<file path="src/rtl/operand_feeder_pkg.sv">
// Shared types and constants for the A/W operand feeder and its per-channel datapath.
package operand_feeder_pkg;

  localparam int DW    = 128;
  localparam int LANES = 4;
  localparam int AW    = 10;
  localparam int CNTW  = 12;

  typedef enum logic [1:0] {
    CH_IDLE,
    CH_FETCH,
    CH_FULL,
    CH_DRAIN
  } ch_state_t;

endpackage

</file>
<file path="src/rtl/operand_feeder_channel.sv">
// One operand channel: walks one SRAM port, assembles LANES words in staging and presents
// them on registered lanes under the downstream busy handshake.
module operand_channel
  import operand_feeder_pkg::*;
#(
  parameter int DW   = operand_feeder_pkg::DW,
  parameter int AW   = operand_feeder_pkg::AW,
  parameter int CNTW = operand_feeder_pkg::CNTW
) (
  input  logic                       clk,
  input  logic                       rst,
  input  logic                       start,
  input  logic [AW-1:0]              base,
  input  logic [CNTW-1:0]            num_beats,
  input  logic                       stall,
  output logic                       rd_en,
  output logic [AW-1:0]              rd_addr,
  input  logic [DW-1:0]              rd_data,
  output logic [LANES-1:0][DW-1:0]   src,
  output logic                       vld,
  output logic                       idle
);

  ch_state_t                 state;
  logic [2:0]                issued;
  logic [CNTW-1:0]           beat;
  logic [CNTW-1:0]           next_beat;
  logic [AW-1:0]             off;
  logic [AW-1:0]             issue_off;
  logic [1:0]                issue_lane;
  logic                      rd_pend;
  logic [1:0]                ret_lane;
  logic [LANES-1:0][DW-1:0]  staging;
  logic                      more_beats;

  assign next_beat  = beat + CNTW'(1);
  assign more_beats = (next_beat < num_beats);
  assign idle       = (state == CH_IDLE);

  // The first read of the next beat goes out in the same cycle the full staging is
  // handed to the output lanes, so its data lands only after staging has emptied.
  always_comb begin
    rd_en      = 1'b0;
    issue_off  = off;
    issue_lane = issued[1:0];
    if (state == CH_FETCH && issued != 3'd4) begin
      rd_en = 1'b1;
    end else if (state == CH_FULL && !stall && more_beats) begin
      rd_en      = 1'b1;
      issue_off  = off + AW'(4);
      issue_lane = 2'd0;
    end
    rd_addr = base + issue_off + AW'(issue_lane);
  end

  always_ff @(posedge clk or posedge rst) begin
    if (rst) begin
      state    <= CH_IDLE;
      issued   <= '0;
      beat     <= '0;
      off      <= '0;
      rd_pend  <= 1'b0;
      ret_lane <= '0;
      staging  <= '0;
      src      <= '0;
      vld      <= 1'b0;
    end else begin
      rd_pend  <= rd_en;
      ret_lane <= issue_lane;
      if (rd_pend) begin
        staging[ret_lane] <= rd_data;
      end

      if (!stall) begin
        if (state == CH_FULL) begin
          src <= staging;
          vld <= 1'b1;
        end else begin
          vld <= 1'b0;
        end
      end

      case (state)
        CH_IDLE: begin
          if (start) begin
            state  <= CH_FETCH;
            issued <= '0;
            beat   <= '0;
            off    <= '0;
          end
        end
        CH_FETCH: begin
          if (rd_en) begin
            issued <= issued + 3'd1;
          end
          if (rd_pend && ret_lane == 2'd3) begin
            state <= CH_FULL;
          end
        end
        CH_FULL: begin
          if (!stall) begin
            if (more_beats) begin
              state  <= CH_FETCH;
              beat   <= next_beat;
              off    <= off + AW'(4);
              issued <= 3'd1;
            end else begin
              state <= CH_DRAIN;
            end
          end
        end
        CH_DRAIN: begin
          if (!stall) begin
            state <= CH_IDLE;
          end
        end
        default: state <= CH_IDLE;
      endcase
    end
  end

endmodule

</file>
<file path="src/rtl/operand_feeder.sv">
// Producer side of the A/W operand buffer handshake: latches a transfer request, runs the
// two operand channels independently and reports completion once both have drained.
module operand_feeder
  import operand_feeder_pkg::*;
#(
  parameter int DW   = operand_feeder_pkg::DW,
  parameter int AW   = operand_feeder_pkg::AW,
  parameter int CNTW = operand_feeder_pkg::CNTW
) (
  input  logic             i_clk,
  input  logic             i_rst,
  input  logic             i_start,
  input  logic [AW-1:0]    i_base_A,
  input  logic [AW-1:0]    i_base_W,
  input  logic [CNTW-1:0]  i_num_beats,
  output logic             o_busy,
  output logic             o_done,
  output logic             o_rd_en_A,
  output logic             o_rd_en_W,
  output logic [AW-1:0]    o_rd_addr_A,
  output logic [AW-1:0]    o_rd_addr_W,
  input  logic [DW-1:0]    i_rd_data_A,
  input  logic [DW-1:0]    i_rd_data_W,
  input  logic             i_busy_A,
  input  logic             i_busy_W,
  output logic [DW-1:0]    o_src_A_0,
  output logic [DW-1:0]    o_src_A_1,
  output logic [DW-1:0]    o_src_A_2,
  output logic [DW-1:0]    o_src_A_3,
  output logic [DW-1:0]    o_src_W_0,
  output logic [DW-1:0]    o_src_W_1,
  output logic [DW-1:0]    o_src_W_2,
  output logic [DW-1:0]    o_src_W_3,
  output logic             o_vld_A,
  output logic             o_vld_W
);

  logic                      go;
  logic [AW-1:0]             base_a_q;
  logic [AW-1:0]             base_w_q;
  logic [CNTW-1:0]           num_q;
  logic                      idle_a;
  logic                      idle_w;
  logic [LANES-1:0][DW-1:0]  src_a;
  logic [LANES-1:0][DW-1:0]  src_w;

  assign go = i_start && !o_busy && (i_num_beats != '0);

  // Zero-beat requests complete immediately without ever raising o_busy.
  always_ff @(posedge i_clk or posedge i_rst) begin
    if (i_rst) begin
      o_busy   <= 1'b0;
      o_done   <= 1'b0;
      base_a_q <= '0;
      base_w_q <= '0;
      num_q    <= '0;
    end else begin
      o_done <= 1'b0;
      if (i_start && !o_busy) begin
        base_a_q <= i_base_A;
        base_w_q <= i_base_W;
        num_q    <= i_num_beats;
        if (i_num_beats == '0) begin
          o_done <= 1'b1;
        end else begin
          o_busy <= 1'b1;
        end
      end else if (o_busy && idle_a && idle_w) begin
        o_busy <= 1'b0;
        o_done <= 1'b1;
      end
    end
  end

  operand_channel #(.DW(DW), .AW(AW), .CNTW(CNTW)) u_chan_a (
    .clk       (i_clk),
    .rst       (i_rst),
    .start     (go),
    .base      (base_a_q),
    .num_beats (num_q),
    .stall     (i_busy_A),
    .rd_en     (o_rd_en_A),
    .rd_addr   (o_rd_addr_A),
    .rd_data   (i_rd_data_A),
    .src       (src_a),
    .vld       (o_vld_A),
    .idle      (idle_a)
  );

  operand_channel #(.DW(DW), .AW(AW), .CNTW(CNTW)) u_chan_w (
    .clk       (i_clk),
    .rst       (i_rst),
    .start     (go),
    .base      (base_w_q),
    .num_beats (num_q),
    .stall     (i_busy_W),
    .rd_en     (o_rd_en_W),
    .rd_addr   (o_rd_addr_W),
    .rd_data   (i_rd_data_W),
    .src       (src_w),
    .vld       (o_vld_W),
    .idle      (idle_w)
  );

  assign o_src_A_0 = src_a[0];
  assign o_src_A_1 = src_a[1];
  assign o_src_A_2 = src_a[2];
  assign o_src_A_3 = src_a[3];
  assign o_src_W_0 = src_w[0];
  assign o_src_W_1 = src_w[1];
  assign o_src_W_2 = src_w[2];
  assign o_src_W_3 = src_w[3];

endmodule

</file>
<file path="config.mk">
export PLATFORM = sky130hd
export DESIGN_NAME = operand_feeder
export DESIGN_NICKNAME = d
export VERILOG_FILES = /design/src/rtl/operand_feeder_pkg.sv /design/src/rtl/operand_feeder_channel.sv /design/src/rtl/operand_feeder.sv
export SDC_FILE = /design/constraint.sdc
export NUM_CORES = 2
export LEC_CHECK = 0
export ABC_AREA = 1
export CAP_MARGIN = 20
export CORE_AREA = 2 2 517 519
export CTS_CLUSTER_DIAMETER = 40
export DETAILED_ROUTE_END_ITERATION = 6
export DIE_AREA = 0 0 519 521
export MAX_ROUTING_LAYER = met4
export PLACE_DENSITY = 0.47
export SLEW_MARGIN = 30
export SYNTH_ARGS = -nofsm -noshare
export SYNTH_HDL_FRONTEND = slang
export SYNTH_HIERARCHICAL = 1
export SYNTH_SLANG_ARGS = --single-unit
export TNS_END_PERCENT = 10
</file>
<file path="constraint.sdc">
create_clock -name i_clk -period 120.1 [get_ports i_clk]
set_input_delay 30.025 -clock i_clk [delete_from_list [all_inputs] [get_ports i_clk]]
set_output_delay 30.025 -clock i_clk [all_outputs]
set_load 0.03 [all_outputs]
</file>
==> impl_metrics.json <==
{
  "clkLatencyLatePin_ns": 0.90,
  "antenna_found_initial": 58,
  "ys.flop_type": "dfrtp_1",
  "postSynthCellCount": 8712,
  "timing.slew.headroom": 0.2632,
  "routed_wl_um": 317500,
  "io_buffer_count": 1342,
  "finalSetupTns_ns": 0,
  "crit_path_start_kind": "input port",
  "dr_wl_met3_um": 25110,
  "endpoint_kind": "primary output",
  "rows": 189,
  "die_y_um": 521,
  "yosysWarnings": 6,
  "ant_nets": 0,
  "p_leak_nw": 55.60,
  "clock_tree.buffer_depth": 4,
  "vdd_drop_max_mv": 0.01843,
  "synth_seq_cells": 2140,
  "nets": 10420,
  "die-area_um2": 270400,
  "fin_skew_ns": 0.07362,
  "synth_area_leaders": "dfrtp_1 (66%), nand2_1 (20%), o21ai_0 (6.5%), inv_1 (1.7%), clkbuf_1 (1.2%)",
  "synth.cell_area_um2": 81380,
  "die_w_um": 519,
  "post-route-period-util": 0.5371,
  "gr-total-overflow": 0,
  "synth_edf_count": 0,
  "routabilityCongestion": 0.8820,
  "num_vias": 63915,
  "drive_gt1_frac": 0.07857,
  "viasPerCell": 4.587,
  "setup_viol": 0,
  "cts_resized": 0,
  "worst_slew_pin_slew_ns": 1.105,
  "wl_met2_um": 147100,
  "clk_pin_slew_worst_paths_ns": 0.05,
  "cp.arrival_ns": 34.49,
  "coreArea_um2": 264400,
  "powerDensity_nw_per_um2": 34.26,
  "worstPathMaxFanout": 14,
  "rsz0062_at_grt": "no",
  "min_path_type": "reg2reg",
  "start_util": 0.3078,
  "drc": 0,
  "synth_top_cell_by_area": "dfrtp_1",
  "globalRouteTotalUtil": 0.2371,
  "synth_most_common_cell": "nand2_1",
  "async_flop_share": 1.000,
  "synth_top_cell_area_share": 0.6580,
  "clkSinkCount": 2140,
  "grt_max_degree": 191,
  "drt_iter0_markers": 4909,
  "crit_type": "in2out",
  "fin_util": 0.4238,
  "syn2layout_area_growth_pct": 37.69,
  "root_buffer": "clkbuf_16",
  "firstDrtPassIters": 5,
  "m1WireLength_um": 132000,
  "ys_types": 44,
  "postCtsSetupRepairBufs": 0,
  "top_layer_used": "met4",
  "ios": 1343,
  "dp_hpwl_um": 224100,
  "cts_tree": "yes",
  "grt_pass1_wl_um": 460300,
  "syn_avg_cell_area_um2": 9.341,
  "synth_common_cells": "nand2_1 (4361), dfrtp_1 (2140), o21ai_0 (1062)",
  "hold_viol_final": 0,
  "drv_slew": 0,
  "fill_cells": 26096,
  "worstPathRequired_ns": 90.07,
  "cap_violations": 0,
  "htree_levels": 5,
  "wl_per_cell_um": 22.78,
  "hold_buffers": 0,
  "synth_seq_area_share": 0.6580,
  "min_period_ns": 64.51,
  "cts_made_buffers": 382,
  "grt_pass1_vias": 63282,
  "fmax_ghz": 0.01550,
  "synth_nets": 9079,
  "status": "completed"
}
-- layout make-up --
type / instances / area (um2) / share of cell area
sequential: 2140 / 53550 / 0.4779
antenna: 29 / 72.57 / 0.0006476
clock buffer: 456 / 10330 / 0.09221
timing repair buffer: 1418 / 14240 / 0.1271
multi-input combinational: 5721 / 24270 / 0.2166
tap: 3533 / 4420 / 0.03945
inverter: 390 / 1499 / 0.01338
clock inverter: 248 / 3665 / 0.03271
-- metrics by stage --
| stage | instance area (um2) | setup WS (ns) | total power [W] | hold WS, ns | instances |
|---|---|---|---|---|---|
| after CTS | 111900 | 55.57 | 0.003882 | 0.4287 | 13903 |
| after global routing | 112000 | 55.22 | 0.004047 | 0.4589 | 13932 |
| after global placement | 97790 | 55.57 | 0.002670 | 0.4536 | 13197 |
| after detailed placement | 97880 | 55.59 | 0.002687 | 0.4570 | 13199 |
| final | 112100 | 55.59 | 0.003839 | 0.4237 | 13935 |
| after floorplan | 81380 | 57.54 | 0.001989 | 0.4483 | 8712 |
-- worst max-delay path, cell delays in order --
cell and delay, ns:
clkdlybuf4s50_1 0.57, nor2_4 0.39, nand4_1 0.58, inv_1 0.28, nand2_1 0.07, o21ai_0 0.08, inv_1 0.07, ha_1 0.29
ha_1 0.37, a21o_1 0.20, a31oi_1 0.36, nor2_1 0.07, o21ai_0 0.15, nand2_1 0.08, xor2_1 0.18, clkdlybuf4s50_1 0.71
-- per-layer routing --
layer,track usage,vias up
li1,-,29957
met1,0.2942,31412
met2,0.3652,2051
met3,0.06733,495
met4,0.09373,0
met5,-,-
-- worst paths after layout --
check,slack [ns],from,end,depth (start not counted)
min in group asynchronous,29.96,i_rst,u_chan_w/state[0],2
worst max-delay path,55.59,i_busy_A,o_rd_addr_A[7],16
worst min register to register,0.42,u_chan_a/staging[349],u_chan_a/src[349],2
max in group asynchronous,86.58,i_rst,u_chan_a/src[298],6
worst min-delay path,0.42,u_chan_a/staging[349],u_chan_a/src[349],2
worst max register to register,115.89,u_chan_w/state[0],u_chan_w/src[150],10
-- kinds of logic (layout without fill, tap and decap cells) --
family	after synthesis	after routing	synth area share
and+or+nand+nor	4479	4479	0.2104
DFF	2140	2140	0.6580
AOI/OAI and AO/OA	1123	1123	0.07017
buffers and inverters	851	2512	0.04505
adders and majority gates	74	74	0.01156
xor gates and xnor gates	45	45	0.004843
other	0	29	0
-- placed cells by master, fill, tap and decap left out, types with 10 or more instances in the layout --
cell / synthesis / layout
ha_1: 72 / 72
xor2_1: 39 / 39
nor2_1: 22 / 22
nand3_1: 40 / 32
dfrtp_1: 2140 / 2140
bufinv_16: 0 / 71
nand4_1: 16 / 16
inv_6: 0 / 28
clkinvlp_4: 0 / 38
a21oi_1: 26 / 26
clkinv_2: 0 / 56
diode_2: 0 / 29
inv_1: 379 / 377
clkbuf_1: 267 / 29
buf_6: 5 / 18
clkdlybuf4s50_1: 0 / 1342
buf_4: 91 / 46
nand2_1: 4361 / 4361
clkbuf_16: 0 / 386
clkinv_4: 0 / 35
o21ai_0: 1062 / 1062
o21ai_1: 10 / 10
clkbuf_8: 0 / 41
-- power breakdown --
part	total (W)	internal, W	switching, W
logic	0.00141	0.000478	0.000932
clock network	0.00117	0.000773	0.000398
registers	0.00126	0.00104	0.000214
total	0.00384	0.00229	0.00154
-- flip-flops by register name, indices dropped and copies added, names as in the netlist, 8 cells and up --
signal and count:
base_a_q 10, u_chan_a/src 512, num_q 12, base_w_q 10, u_chan_w/staging 512, u_chan_a/off 8
u_chan_a/beat 12, u_chan_a/staging 512, u_chan_w/src 512, u_chan_w/beat 12, u_chan_w/off 8
Note: power is estimated with default switching activity, not from simulation.
